--- src/rtl/alu.sv ---
// Registered 32-bit ALU: one operation per enabled clock edge, result and ack one cycle later.
// Bit WIDTH of the result carries carry, borrow or the last bit shifted out on a left shift.
module alu #(
    parameter int unsigned WIDTH = 32
) (
    input  logic             i_clk,
    input  logic             i_rst,
    input  logic [WIDTH-1:0] i_a,
    input  logic [WIDTH-1:0] i_b,
    input  logic [2:0]       i_opcode,
    input  logic             i_en,
    output logic [WIDTH:0]   o_result,
    output logic             o_ack
);

    localparam int unsigned ShW = $clog2(WIDTH);

    localparam logic [2:0] OpAdd = 3'b000;
    localparam logic [2:0] OpSub = 3'b001;
    localparam logic [2:0] OpAnd = 3'b010;
    localparam logic [2:0] OpOr  = 3'b011;
    localparam logic [2:0] OpXor = 3'b100;
    localparam logic [2:0] OpNot = 3'b101;
    localparam logic [2:0] OpShl = 3'b110;
    localparam logic [2:0] OpShr = 3'b111;

    logic [WIDTH:0]   w_a_ext;
    logic [WIDTH:0]   w_b_ext;
    logic [ShW-1:0]   w_shamt;
    logic [WIDTH:0]   w_add;
    logic [WIDTH:0]   w_sub;
    logic [WIDTH:0]   w_shl;
    logic [WIDTH-1:0] w_shr;
    logic [WIDTH:0]   w_func;

    logic [WIDTH:0]   r_result;
    logic             r_ack;

    assign w_a_ext = {1'b0, i_a};
    assign w_b_ext = {1'b0, i_b};
    // Only the low bits select the shift distance; upper operand bits are ignored.
    assign w_shamt = i_b[ShW-1:0];

    // The extra top bit captures carry out, borrow (a < b) and the left-shift spill bit.
    assign w_add = w_a_ext + w_b_ext;
    assign w_sub = w_a_ext - w_b_ext;
    assign w_shl = w_a_ext << w_shamt;
    assign w_shr = i_a >> w_shamt;

    always_comb begin
        w_func = '0;
        unique case (i_opcode)
            OpAdd: w_func = w_add;
            OpSub: w_func = w_sub;
            OpAnd: w_func = {1'b0, i_a & i_b};
            OpOr:  w_func = {1'b0, i_a | i_b};
            OpXor: w_func = {1'b0, i_a ^ i_b};
            OpNot: w_func = {1'b0, ~i_a};
            OpShl: w_func = w_shl;
            OpShr: w_func = {1'b0, w_shr};
        endcase
    end

    // Reset wins over a coincident request; idle edges hold the last result.
    always_ff @(posedge i_clk) begin
        if (i_rst) begin
            r_result <= '0;
            r_ack    <= 1'b0;
        end else if (i_en) begin
            r_result <= w_func;
            r_ack    <= 1'b1;
        end else begin
            r_ack    <= 1'b0;
        end
    end

    assign o_result = r_result;
    assign o_ack    = r_ack;

endmodule

--- config.mk ---
export PLATFORM = sky130hd
export DESIGN_NAME = alu
export DESIGN_NICKNAME = d
export VERILOG_FILES = /design/src/rtl/alu.sv
export SDC_FILE = /design/constraint.sdc
export NUM_CORES = 1
export LEC_CHECK = 0
export CAP_MARGIN = 20
export CORE_AREA = 5 5 139 114
export CTS_BUF_LIST = sky130_fd_sc_hd__clkbuf_8
export CTS_CLUSTER_DIAMETER = 30
export DETAILED_ROUTE_END_ITERATION = 6
export DIE_AREA = 0 0 144 119
export PLACE_DENSITY = 0.9
export SETUP_SLACK_MARGIN = 0.4
export SYNTH_ARGS = -nofsm -noshare
export SYNTH_HDL_FRONTEND = slang
export SYNTH_SLANG_ARGS = --single-unit
--- constraint.sdc ---
create_clock -name i_clk -period 9.7 [get_ports i_clk]
set_clock_uncertainty 0.05 [all_clocks]
set_input_delay 1.455 -clock i_clk [delete_from_list [all_inputs] [get_ports i_clk]]
set_output_delay 1.455 -clock i_clk [all_outputs]
set_load 0.05 [all_outputs]
==> reports/qor.csv, run 1 <==
metric,value,unit
cp-end-kind,register,
hold_ws,426.2,ps
vdd_drop_max,0.00008676,V
hpwlAfterDp,27310,um
cellPowerDensity,92.31,nW/um^2
max_cap_viol_count,0,
clk_pin_slew_worst_paths,80,ps
dieWidth,144,um
worst_hold_path_type,reg2reg,
yosysSeqAreaShare,7.592,%
dr.pass1.iters,6,
dp.cells,1415,
post_cts_buffers,0,
fin_tns_setup,0,ps
max_stage_delay,900,ps
place.gp.congestion,1.070,
cts_tree,built,
grt_pass1_wl,54520,um
drive_gt1_share,8.394,%
path_max_fanout,7,
clock_sinks,34,
coreArea,14200,sq um
cp_common_cell,o41ai_1,
netlist_instances,1202,
hold_violations,0,
worst_slack,3793,ps
rows,39,
die_area,17140,sq um
crit_path_top_delay_cell,nor4_1,
crit_chain,clkdlybuf4s50_1 -> nor4_1 -> nand3_1 -> nor2b_1 -> and2_1 -> a31oi_1 -> xnor2_1 -> ha_1 -> nand2_1 -> a2111oi_0 -> o41ai_1 -> a21o_1 -> o21ai_1 -> o41ai_1 -> and4_1 -> a211o_1,
clock_latency,310,ps
ys_types,75,
totalWireLength,35680,um
worstSetupStartpointType,primary input,
cp_top_family,simple AND/OR/NAND/NOR gates,
overflow,0,
critical_path_buf_inv_count,1,
period_needed,5907,ps
synth_ff_type,dfxtp_1,
start_util,63.13,%
die_h,119,um
place_ws,3598,ps
tightestPinTransition,1007,ps
drc_errors,0,
numCtsBuffers,5,
vias_per_cell,7.287,
final_core_utilization,70.60,%
synth_area_per_cell,7.458,sq um
antenna_found_initial,0,
syn_area,8965,sq um
async_flop_share,0,%
status,"complete, no violations",
clock_tree.buffer_depth,2,
setup_violations,0,
slew-limit-headroom,32.24,%
grt.total_usage,40.57,%
finalNonFillerCells,1424,
synth_nets,1371,
grt_setup_unrepaired,false,
io_pins,104,
cp_data_required_time,9850,ps
final_common_cell,nor2_1,
fin_nets,1407,
drt_iter0_drc,1567,
cts.repair.resized,0,
h-tree-depth,2,
clock.fmax,169.3,MHz
holdBufCountCts,0,
wl_per_cell,25.06,um
grt_start_max_net_pins,64,
grt_pass1_vias,9386,
vias,10380,
final_cell_mix,"nor2_1, ha_1, nand2_1, clkdlybuf4s50_1, a21oi_1",
p_leak,0.004162,uW
antenna_left,0,
rrSetupSlack,8590,ps
slew_viol_final,0,
path_class,in2reg,
areaGrowthSynthToFinish,11.82,%
min_period_over_period,60.90,%
yosysWarnings,0,
cts_root_buf,clkbuf_8,
ys_ff_latch,34,
synth_edf_count,0,
crit_arrival,6060,ps
io_buffers,103,
metal layers:
metal	GRT usage [%]	vias up	part of all wire, %
met2	61.19	875	43
li1	-	4553	-
met1	54.83	4789	37
met3	11.10	157	15
met4	16.41	2	5.6
met5	0	-	0.14
worst min-delay path: stages (launching register included):
cell	delay [ps]
dfxtp_1	320
nand2b_1	60
a21oi_1	50
logic make-up (layout without fill, tap and decap cells):
kind of cell	Yosys count	count (layout)	synth area share, %
compound gates	361	361	26.95
flops	34	34	7.592
buf+inv	172	209	7.955
other cells	0	1	0
mux	110	110	19.89
simple gates	375	375	18.73
fa+ha+maj	99	99	13.90
xor+xnor	51	51	4.983
power by group:
| group | switching [uW] | internal, uW |
|---|---|---|
| Combinational | 401 | 241 |
| Clock | 65.8 | 57.3 |
| Sequential | 7.70 | 153 |
metrics by stage:
step / total power (uW) / cell area [sq um]
after floorplan: 579.7 / 8965
after global placement: 769.9 / 9927
after detailed placement: 778.5 / 9927
after CTS: 902.6 / 10020
after global routing: 972.4 / 10020
final: 925.3 / 10020
synthesized netlist by cell type (7+ instances only):
| cell | n | area, sq um |
|---|---|---|
| o2111ai_1 | 19 | 166.4 |
| a22oi_1 | 15 | 112.6 |
| nor2b_1 | 8 | 50.05 |
| nand2b_1 | 11 | 68.82 |
| a21o_1 | 20 | 150.1 |
| a211o_1 | 8 | 70.07 |
| clkbuf_1 | 53 | 198.9 |
| o21ai_0 | 62 | 310.3 |
| dfxtp_1 | 34 | 680.7 |
| nor2_1 | 156 | 585.6 |
| xor2_1 | 8 | 70.07 |
| buf_1 | 9 | 33.78 |
| o221ai_1 | 11 | 96.34 |
| nor3_1 | 39 | 195.2 |
| inv_1 | 78 | 292.8 |
| a221oi_1 | 9 | 78.83 |
| buf_2 | 21 | 105.1 |
| o31ai_1 | 7 | 52.55 |
| o211ai_1 | 26 | 195.2 |
| nand3_1 | 19 | 95.09 |
| a31oi_1 | 17 | 106.4 |
| a211oi_1 | 21 | 157.7 |
| xnor2_1 | 43 | 376.6 |
| mux4_2 | 50 | 1126 |
| ha_1 | 98 | 1226 |
| mux2i_1 | 51 | 510.5 |
| a21oi_1 | 89 | 445.4 |
| nand2_1 | 97 | 364.1 |
| or3_1 | 9 | 56.30 |
layout make-up:
| cell class | count | area (sq um) |
|---|---|---|
| Inverter | 81 | 304.0 |
| Multi-Input combinational cell | 996 | 7581 |
| Antenna cell | 1 | 2.502 |
| Timing Repair Buffer | 120 | 1131 |
| Clock inverter | 2 | 12.51 |
| Sequential cell | 34 | 680.7 |
| Clock buffer | 6 | 82.58 |
| Tap cell | 184 | 230.2 |
| Fill cell | 1225 | 4175 |
flip-flops by register name, summed over array words and instances, names as in the netlist:
signal / flops
o_ack: 1
o_result: 33
path summary, 6_finish.rpt:
| path | from | endpoint | cells past startpoint |
|---|---|---|---|
| max reg2reg | o_result[30] | o_result[30] | 4 |
| min | o_result[6] | o_result[6] | 2 |
| min reg2reg | o_result[6] | o_result[6] | 2 |
| max | i_b[12] | o_result[30] | 16 |
Power figures use the tool's default switching activity.
==> inputs of run 2 (changes only) <==
--- a/config.mk
+++ b/config.mk
@@ -6,12 +6,12 @@
 export NUM_CORES = 1
 export LEC_CHECK = 0
 export CAP_MARGIN = 20
-export CORE_AREA = 5 5 139 114
+export CORE_AREA = 5 5 151 124
 export CTS_BUF_LIST = sky130_fd_sc_hd__clkbuf_8
 export CTS_CLUSTER_DIAMETER = 30
 export DETAILED_ROUTE_END_ITERATION = 6
-export DIE_AREA = 0 0 144 119
-export PLACE_DENSITY = 0.9
+export DIE_AREA = 0 0 156 129
+export PLACE_DENSITY = 0.81
 export SETUP_SLACK_MARGIN = 0.4
 export SYNTH_ARGS = -nofsm -noshare
 export SYNTH_HDL_FRONTEND = slang
==> constraint.sdc (replaced) <==
create_clock -name i_clk -period 4.85 [get_ports i_clk]
set_clock_uncertainty 0.05 [all_clocks]
set_input_delay 0.7275 -clock i_clk [delete_from_list [all_inputs] [get_ports i_clk]]
set_output_delay 0.7275 -clock i_clk [all_outputs]
set_load 0.05 [all_outputs]
==> run 2 against run 1 <==
Effect of this change:
- worst setup slack got worse by 3300 ps
- utilization fell by 7.0 points
- largest cell class unchanged
- count of clock-buffer cells in the layout fell by 1
- combinational power rose by 110%
- wire length rose by 1.8%
==> reports/qor.csv, run 2 (synthesis gave the netlist of run 1 again) <==
metric,value,unit,change
status,"complete, no violations",,unchanged
vias_per_cell,6.773,,was 7.287
setup_violations,0,,unchanged
clk_pin_slew_worst_paths,90,ps,was 80 ps
holdBufCountCts,0,,unchanged
max_cap_viol_count,0,,unchanged
period_needed,4333,ps,
holdPathStages,2,,unchanged
path_class,in2reg,,unchanged
slew_viol_final,0,,unchanged
grt_setup_unrepaired,false,,unchanged
die_h,129,um,was 119 um
h-tree-depth,2,,unchanged
finalNonFillerCells,1534,,was 1424
clock_sinks,34,,unchanged
coreArea,17060,sq um,was 14200 sq um
fin_nets,1477,,was 1407
grt_pass1_wl,55550,um,was 54520 um
rrSetupSlack,3780,ps,was 8590 ps
seq_power_share,15.6,%,was 17.3%
vdd_drop_max,0.0001332,V,was 0.00008676 V
vias,10390,,was 10380
numCtsBuffers,5,,unchanged
clock_latency,320,ps,was 310 ps
drive_gt1_share,15.36,%,was 8.394%
path_max_fanout,5,,was 7
tightestPinTransition,924.5,ps,was 1007 ps
wl_per_cell,23.67,um,was 25.06 um
combPwrFrac,67.5,%,was 69.4%
fillers,1560,,was 1225
final_cell_mix,"nor2_1, ha_1, nand2_1",,"was nor2_1, ha_1, nand2_1, clkdlybuf4s50_1, a21oi_1"
slew-limit-headroom,38.21,%,was 32.24%
crit_path_top_delay_cell,clkdlybuf4s50_1,,was nor4_1
areaGrowthSynthToFinish,20.91,%,was 11.82%
min_period_over_period,89.35,%,
grt_pass1_vias,9555,,was 9386
start_util,52.56,%,was 63.13%
dieWidth,156,um,was 144 um
worstReg2RegEnd,o_result[32],,was o_result[30]
worst_hold_path_type,reg2reg,,unchanged
intPower,1064,uW,was 450.5 uW
cts_tree,built,,unchanged
largest_reg_flops,33,,unchanged
hold_violations,0,,unchanged
dr.pass1.iters,6,,unchanged
reg2reg_depth,5,,was 4
hpwlAfterDp,28040,um,was 27310 um
max_stage_delay,490,ps,was 900 ps
io_buffers,103,,unchanged
hp-start,o_result[6],,unchanged
overflow,0,,unchanged
p_leak,0.004608,uW,was 0.004162 uW
dp.cells,1521,,was 1415
cellPowerDensity,188.7,nW/um^2,was 92.31 nW/um^2
clkPwrFrac,16.9,%,was 13.3%
sw_frac_of_total,47.98,%,was 51.32%
final_common_cell,nor2_1,,unchanged
crit_chain,clkdlybuf4s50_1 -> or3_4 -> nor2_2 -> nand3_2 -> nor2b_4 -> buf_4 -> a31oi_1 -> xnor2_1 -> ha_1 -> nand4_1 -> a2111oi_4 -> o41ai_4 -> a21o_1 -> o21ai_2 -> o41ai_2 -> and4_1 -> a211o_1,,was clkdlybuf4s50_1 -> nor4_1 -> nand3_1 -> nor2b_1 -> and2_1 -> a31oi_1 -> xnor2_1 -> ha_1 -> nand2_1 -> a2111oi_0 -> o41ai_1 -> a21o_1 -> o21ai_1 -> o41ai_1 -> and4_1 -> a211o_1
grt_start_max_net_pins,69,,was 64
cts_root_buf,clkbuf_8,,unchanged
drc_errors,0,,unchanged
final_core_utilization,63.55,%,was 70.60%
ff_latch_area,680.7,sq um,unchanged
hold_end,o_result[6],,unchanged
clock.fmax,230.8,MHz,
worstSetupStartpointType,primary input,,unchanged
r2r_start,o_result[32],,was o_result[30]
clock_tree.buffer_depth,2,,unchanged
cp_data_required_time,5020,ps,was 9850 ps
antenna_found_initial,0,,unchanged
io_pins,104,,unchanged
totalWireLength,36300,um,was 35680 um
power_switching,981.3,uW,was 474.9 uW
place.gp.congestion,1.043,,was 1.070
crit_arrival,4510,ps,was 6060 ps
rows,43,,was 39
cp-end-kind,register,,unchanged
cp-startpoint,i_b[7],,was i_b[12]
die_area,20120,sq um,was 17140 sq um
grt.total_usage,35.18,%,was 40.57%
antenna_left,0,,unchanged
diodes,0,,was 1
multi_input_area,7767,sq um,was 7581 sq um
drt_iter0_drc,1620,,was 1567
run 2: cell count changes in the layout (fill, tap and decap cells not counted), moves of 3 or more:
cell,change
o21ai_0,-5
o41ai_2,+4
dlymetal6s2s_1,+3
o41ai_1,-6
o21ai_1,+3
clkdlybuf4s50_1,-3
buf_4,+69
run 2: critical path, delay by kind of cell:
| kind | cells | cell delay (ps) |
|---|---|---|
| adders and majority gates | 1 | 370 |
| AOI/OAI and AO/OA | 7 | 1300 |
| xor gates and xnor gates | 1 | 140 |
| and+or+nand+nor | 6 | 1350 |
| buffers and inverters | 2 | 610 |
run 2: area by class of cell:
type	instances	area share, %
clock inverter	3	0.6349
multi-input combinational	996	71.66
clock buffer	5	0.6349
timing repair buffer	190	15.39
inverter	81	2.805
tap	225	2.597
sequential	34	6.280
run 2: metal layers:
layer / global-route usage, % / wire, um
met1: 47.99 / 14400
met3: 8.238 / 4309
met4: 16.42 / 1966
met2: 52.75 / 15630
met5: 0 / 0
run 2: worst max path at each step:
stage,end,cells past startpoint
after global routing,o_result[30],18
final,o_result[30],17
after floorplan,o_result[30],20
after detailed placement,o_result[30],18
after global placement,o_result[32],18
after CTS,o_result[30],18
run 2: repair_timing:
item	4_1_cts	5_1_grt
hold endpoints to repair	0	0
endpoints found under the setup margin	8	17
resized for setup	16	28
pin swaps	2	14
buffers inserted	3	2
run 2: power groups by stage:
stage / clock [uW] / sequential (uW) / combinational [uW]
6_report: 345 / 320 / 1380
5_1_grt: 365 / 323 / 1470
4_1_cts: 347 / 320 / 1330
3_5_place_dp: 0 / 325 / 1310
3_3_place_gp: 0 / 325 / 1290
2_1_floorplan: 0 / 413 / 747
run 2: per-stage QoR:
stage               setup WS (ps)  cell area (sq um)  power (uW)  hold slack, ps  setup TNS, ps
finish                      516.7              10840        2045           425.3              0
global route                372.9              10840        2157           462.5              0
CTS                         367.6              10700        1994           429.1              0
detailed placement         -228.6              10460        1631           416.8         -828.5
global placement           -100.1              10460        1617           404.2         -198.8
floorplan                   469.4               8966        1160           640.8              0
